**src/rtl/inst_prefetch_queue.sv**
```systemverilog
// Sequential instruction prefetch FIFO between instruction memory and decode.
// Ports: clk, reset (async, active-high), enable, mem_addr/mem_inst to memory,
// flush/flush_pc redirect, inst_out/inst_pc/inst_valid/inst_ready to the CPU, level.
module inst_prefetch_queue #(
  parameter int DEPTH  = 4,
  parameter int DATA_W = 16,
  parameter int ADDR_W = 8
) (
  input  logic                       clk,
  input  logic                       reset,
  input  logic                       enable,
  output logic [ADDR_W-1:0]          mem_addr,
  input  logic [DATA_W-1:0]          mem_inst,
  input  logic                       flush,
  input  logic [ADDR_W-1:0]          flush_pc,
  output logic [DATA_W-1:0]          inst_out,
  output logic [ADDR_W-1:0]          inst_pc,
  output logic                       inst_valid,
  input  logic                       inst_ready,
  output logic [$clog2(DEPTH):0]     level
);

  localparam int PW = $clog2(DEPTH);
  localparam int LW = PW + 1;
  localparam logic [LW-1:0] FULL = LW'(DEPTH);

  logic [DATA_W-1:0] word_q [DEPTH];
  logic [ADDR_W-1:0] pc_q   [DEPTH];
  logic [PW-1:0]     rd_ptr;
  logic [PW-1:0]     wr_ptr;
  logic [LW-1:0]     level_q;
  logic [LW-1:0]     level_d;
  logic [ADDR_W-1:0] fetch_pc;

  logic push;
  logic pop;

  assign inst_valid = (level_q != '0);

  // A full queue may still accept a word when the head leaves the
  // same cycle; flush overrides both sides of the handshake.
  assign pop  = inst_valid && inst_ready && !flush;
  assign push = enable && !flush && ((level_q < FULL) || pop);

  always_comb begin
    level_d = level_q;
    unique case (1'b1)
      flush:          level_d = '0;
      push && !pop:   level_d = level_q + LW'(1);
      pop  && !push:  level_d = level_q - LW'(1);
      default:        level_d = level_q;
    endcase
  end

  always_ff @(posedge clk or posedge reset) begin
    if (reset) begin
      rd_ptr   <= '0;
      wr_ptr   <= '0;
      level_q  <= '0;
      fetch_pc <= '0;
    end else begin
      level_q <= level_d;
      if (flush) begin
        rd_ptr   <= '0;
        wr_ptr   <= '0;
        fetch_pc <= flush_pc;
      end else begin
        if (pop) begin
          rd_ptr <= rd_ptr + PW'(1);
        end
        if (push) begin
          wr_ptr   <= wr_ptr + PW'(1);
          fetch_pc <= fetch_pc + ADDR_W'(1);
        end
      end
    end
  end

  always_ff @(posedge clk or posedge reset) begin
    if (reset) begin
      for (int i = 0; i < DEPTH; i++) begin
        word_q[i] <= '0;
        pc_q[i]   <= '0;
      end
    end else if (push) begin
      word_q[wr_ptr] <= mem_inst;
      pc_q[wr_ptr]   <= fetch_pc;
    end
  end

  // The head slot is never overwritten while occupied, so the outputs
  // stay stable across a stall without extra holding registers.
  assign inst_out = inst_valid ? word_q[rd_ptr] : '0;
  assign inst_pc  = inst_valid ? pc_q[rd_ptr]   : '0;
  assign mem_addr = fetch_pc;
  assign level    = level_q;

endmodule

```
**config.mk**
```make
export PLATFORM = sky130hd
export DESIGN_NAME = inst_prefetch_queue
export DESIGN_NICKNAME = d
export VERILOG_FILES = /design/src/rtl/inst_prefetch_queue.sv
export SDC_FILE = /design/constraint.sdc
export NUM_CORES = 1
export LEC_CHECK = 0
export CELL_PAD_IN_SITES_DETAIL_PLACEMENT = 0
export CELL_PAD_IN_SITES_GLOBAL_PLACEMENT = 1
export CORE_UTILIZATION = 51
export CTS_BUF_LIST = sky130_fd_sc_hd__clkbuf_8 sky130_fd_sc_hd__clkbuf_16
export DETAILED_ROUTE_END_ITERATION = 10
export PLACE_DENSITY = 0.95
export RECOVER_POWER = 25
export SYNTH_ARGS = -nofsm -noshare
export SYNTH_HDL_FRONTEND = slang
export SYNTH_SLANG_ARGS = --single-unit
```
**constraint.sdc**
```tcl
create_clock -name clk -period 5.9 [get_ports clk]
set_input_delay 1.18 -clock clk [delete_from_list [all_inputs] [get_ports clk]]
set_output_delay 1.18 -clock clk [all_outputs]
set_load 0.005 [all_outputs]
```
Word level (Yosys, flattened, before mapping)
Cells that the tools add are included.
{ "totals": {"output_inout_bits": 36, "rom_bits": 0, "elab_cells": 59, "ramBits": 0, "ff_bits": 111, "latch_bits": 0, "input_bits": 29, "memories": 0} }
{ "classes": {"eq_ne": 0, "n_shift": 0, "n_mul": 0, "n_div": 0, "n_mux": 21, "n_lt_le_gt_ge": 4, "reduce_logical": 15, "addsub": 5, "bitwise": 2} }
{ "op_table": {"columns": ["op", "count"], "rows": [
  ["64-bit bitwise mux", 1],
  ["16-bit 2-to-1 mux", 4],
  ["8-bit 2-to-1 mux", 6],
  ["16-bit binary-select mux with 2-bit select", 1],
  ["32-bit bitwise mux", 1],
  ["16-bit demux with 2-bit select", 1],
  ["8-bit binary-select mux with 2-bit select", 1],
  ["8-bit demux with 2-bit select", 1],
  ["3-bit one-hot mux with 3 select lines", 1],
  ["8-bit by 1-bit adder with 8-bit output (second input constant)", 1],
  ["2-bit 2-to-1 mux", 4],
  ["1-bit logical AND", 7],
  ["3-bit greater-or-equal comparator (second input constant)", 2],
  ["2-bit inverter with 3-bit output", 2],
  ["3-bit nonzero test", 2],
  ["2-bit by 1-bit adder with 2-bit output (second input constant)", 2],
  ["2-bit nonzero test", 2],
  ["3-bit by 1-bit adder with 3-bit output (second input constant)", 1],
  ["1-bit logical NOT", 3],
  ["3-bit by 1-bit < comparator with 1-bit output (second input constant)", 1],
  ["3-bit < comparator (second input constant)", 1],
  ["3-bit by 1-bit subtractor with 3-bit output (second input constant)", 1],
  ["1-bit logical OR", 1]
]} }

Longest topological paths before layout
{ "logic_depth": {"depth_word": 8, "ltp_mapped": 12, "ltp_nobuf": 11} }

Worst setup path after synthesis
OpenSTA, ideal clock, no wires.
{ "synth_timing": {"path_kind": "input to register", "startpoint": "input port flush", "endpoint": "register level_q[2], in the netlist level[2]", "arrival_time_ps": 3133, "stages": 10, "setup_ps": 95, "required_ps": 5805, "path_buffers": 1, "setup_slack_ps": 2671, "path_cell_list": "clkbuf_1 -> nor3b_4 -> inv_1 -> ha_1 -> xor2_1 -> ha_1 -> a21oi_1 -> xnor2_1 -> and2_1 -> o31ai_1"} }
{ "synth_via": {"elab_chain_cells": 7, "word_cells_on_any_way": 11, "classes_between": "mux: 1; reduce/logical: 10"} }
{ "synth_rtl": {"columns": ["element", "line", "source"], "rows": [
  ["from (decl)", "14", "input logic flush,"],
  ["1-bit logical NOT", "42, 43", null],
  ["1-bit logical AND", "42", "assign pop = inst_valid && inst_ready && !flush;"],
  ["1-bit logical OR", "43", "assign push = enable && !flush && ((level_q < FULL) || pop);"],
  ["1-bit logical AND", "43", null],
  ["1-bit logical NOT", "50", "pop && !push: level_d = level_q - LW'(1);"],
  ["1-bit logical AND", "50", null],
  ["3-bit one-hot mux with 3 select lines / 3-bit nonzero test (equally long branches)", null, null],
  ["to (signal assigned)", "62", "level_q <= level_d;"],
  ["to (decl)", "31", "logic [LW-1:0] level_q;"]
]} }
Several ways; a longest one is shown, not always the timed one.
A chain may end at the register's enable or synchronous reset.

Final worst setup path
Ends and elaborated chain as after synthesis.

==> metrics <==
status complete, but fails checks; failing checks max-capacitance violations, max-slew violations; Final Cycle Share about two thirds; setup TNS 0 ps; remaining antenna violation count after routing 0; R2R Setup Slk about 2700 ps; flip-flop and latch area roughly 2800 sq um; global route overflow 0; pre-CTS WS approximately 1600 ps; routability cong. 0.8267; max-slew violation count 76; hold path depth 1; RSZ-0062 raised after global routing false; DRC 0; Post-Place Cells about 540; Final Skew roughly 7.0 ps; DR pass1 iterations 4; post-synth top area share between 40% and 50%; Clock transition at path regs ~100 ps; Post-synth top cells dfrtp_1 (111), mux2_4 (80), and2_1 (25); total CTS buffers 9; die area 11380 sq um; initial antenna violation count 0; Worst IR Drop VDD between 200 and 300 uV; Placement Rows 37; CTS tree yes; later-pin clock latency in the skew report ~370 ps; final-stage net count 457; HP Class reg -> reg; Mapped Cells 363; Die Ht between 100 and 150 microns; clk sink count approximately 110; Synth area leaders dfrtp_1 (50%), mux2_4 (21%), mux4_2 (9.7%), mux2_2 (3.4%), and2_1 (2.8%); HPWL Detailed 6547 microns; synthesized net count between 400 and 500; 1st-iter DRT viols roughly 150; # Post-CTS Setup Buffers 0; MaxCap Viol Count 1; Crit path required time between 6000 and 7000 ps; Post-Route Hold Slack between 500 and 600 ps; Util after Layout approximately 62%; first-pass GRT wire length between 15000 and 20000 microns; Syn Area/Cell 15.39 sq um; drt wl/cell around 19 microns; Critical Path End Type flip-flop; Yosys reg bits 111; CP Class in -> reg; Hold Crit Endpoint word_q[39]; Yosys warning count 0; leak pwr slightly above 3 nW; diode count 0; Startpoint Class input pin; max_slew headroom -114.9%; # setup viols final 0; Pwr Density roughly 440 nW/um^2; Synth async-reset ratio between 90% and 100%; vias per inst roughly 5.6; area of the multi-input gates 2649 sq um; post-synth top area cell dfrtp_1; Top Ports 65; worst r2r path cells 11; fraction of layout instances using a drive strength above 1 a little over a third; drt total wl between 10000 and 15000 microns; Worst Tran Pin Value around 3200 ps; Hold Fails Final Rpt 0; non-filler cells, final 560; CTS H-tree depth 3; Period minus WS final between 3000 and 4000 ps; Via Count 3136; sequential-to-total area share from yosys stat around half; Core Area ~10000 sq um; worst setup margin ~2100 ps; CTS root buf clkbuf_8; number of fill cells approximately 810; worst flop-to-flop path endpoint level[2]; Total GRT Usage between 20% and 30%; CTS max path bufs 2; post-synthesis cell type count 33; chip width around 110 microns; post-cts repair resize count 0; most common cell in the netlist dfrtp_1; Post-synth EDFFs 0; Starting Density between 50% and 60%; largest net degree at the start of global routing 76; Max Clock Freq approximately 260 MHz; vias in the first global route approximately 3300; Layout area overhead 15.56%; IO buf count 64; synthesized area about 5600 sq um; Hold Crit Start word_q[39]; cts hold-fix bufs 0; CP max FO 24; Main synth FF type dfrtp_1; Arr. time, crit path between 4000 and 5000 ps; Worst R2R Start level[2]
## worst max-delay path by stage
stage               startpoint   endpoint  slack, ps  cells after the start
global placement         flush   level[2]       1790                     10
detailed placement       flush   level[2]       1610                     10
finish                   flush   level[2]       2050                     10
floorplan                reset   level[0]       1790                      1
CTS                      flush   level[2]       2010                     10
global route             reset  rd_ptr[0]       1600                      3
## sequential cells by signal (all words and copies together) (netlist names)
register and flops:
word_q 64, wr_ptr 2, rd_ptr 2, level 3, mem_addr 8, pc_q 32
## final cells by class
cell class | count | area share, %
Inverter | 5 | 0.3100
Multi-Input combinational cell | 226 | 41.02
Tap cell | 136 | 2.635
Timing Repair Buffer | 66 | 10.15
Clock buffer | 10 | 2.131
Sequential cell | 111 | 43.03
Clock inverter | 6 | 0.7169
## layer usage
layer	track usage [%]	vias to the layer above	part of all wire, %
met1	28.19	1660	49
met4	4.501	0	1.0
met5	0	-	0
li1	-	1400	-
met3	4.438	11	3.8
met2	31.94	65	46
## power breakdown
group / switching (W) / internal (W) / total [W]
combinational: 0.000335 / 0.000806 / 0.00114
sequential: 0.000226 / 0.00105 / 0.00127
clock: 0.000262 / 0.000167 / 0.000428
total: 0.000823 / 0.00202 / 0.00284
## critical path, cell delays in order
cell and delay (ps):
dlygate4sd3_1 830, nor3b_4 610, inv_1 140, ha_1 280
xor2_1 170, ha_1 180, a21oi_1 230, xnor2_1 100
and2_1 160, o31ai_1 230
## through the flow
step                      cell area [sq um]  power, W
after floorplan                        5588  0.002010
after global placement                 6275  0.002383
after detailed placement               6275  0.002438
after CTS                              6459  0.002870
after global routing                   6457  0.003012
final                                  6457  0.002841
## cells by family (layout without fill, tap and decap cells)
logic type | after synthesis | count (layout) | share of synthesized area [%]
flops | 111 | 111 | 49.71
simple gates | 70 | 70 | 7.367
buf+inv | 26 | 87 | 2.888
mux | 123 | 123 | 34.95
xor+xnor | 11 | 11 | 1.724
fa+ha+maj | 9 | 9 | 2.015
compound gates | 13 | 13 | 1.344
## layout by cell type (no fill, tap or decap), types with 2 or more instances in the layout
| cell | count |
|---|---|
| clkdlybuf4s50_1 | 62 |
| a21oi_1 | 2 |
| clkinvlp_4 | 2 |
| ha_1 | 9 |
| o21ai_0 | 7 |
| nand2_1 | 17 |
| nand2b_1 | 2 |
| clkinv_4 | 3 |
| xor2_1 | 7 |
| nor3_1 | 6 |
| mux4_2 | 24 |
| mux2_2 | 17 |
| and2_1 | 25 |
| clkbuf_8 | 10 |
| nor2_1 | 5 |
| nand3_1 | 3 |
| dfrtp_1 | 110 |
| xnor2_1 | 4 |
| buf_4 | 2 |
| or3_1 | 2 |
| mux2i_1 | 2 |
| dlygate4sd3_1 | 2 |
| nand2_4 | 4 |
| inv_1 | 4 |
| mux2_4 | 80 |
No activity file was read; power rests on OpenSTA's default activity.
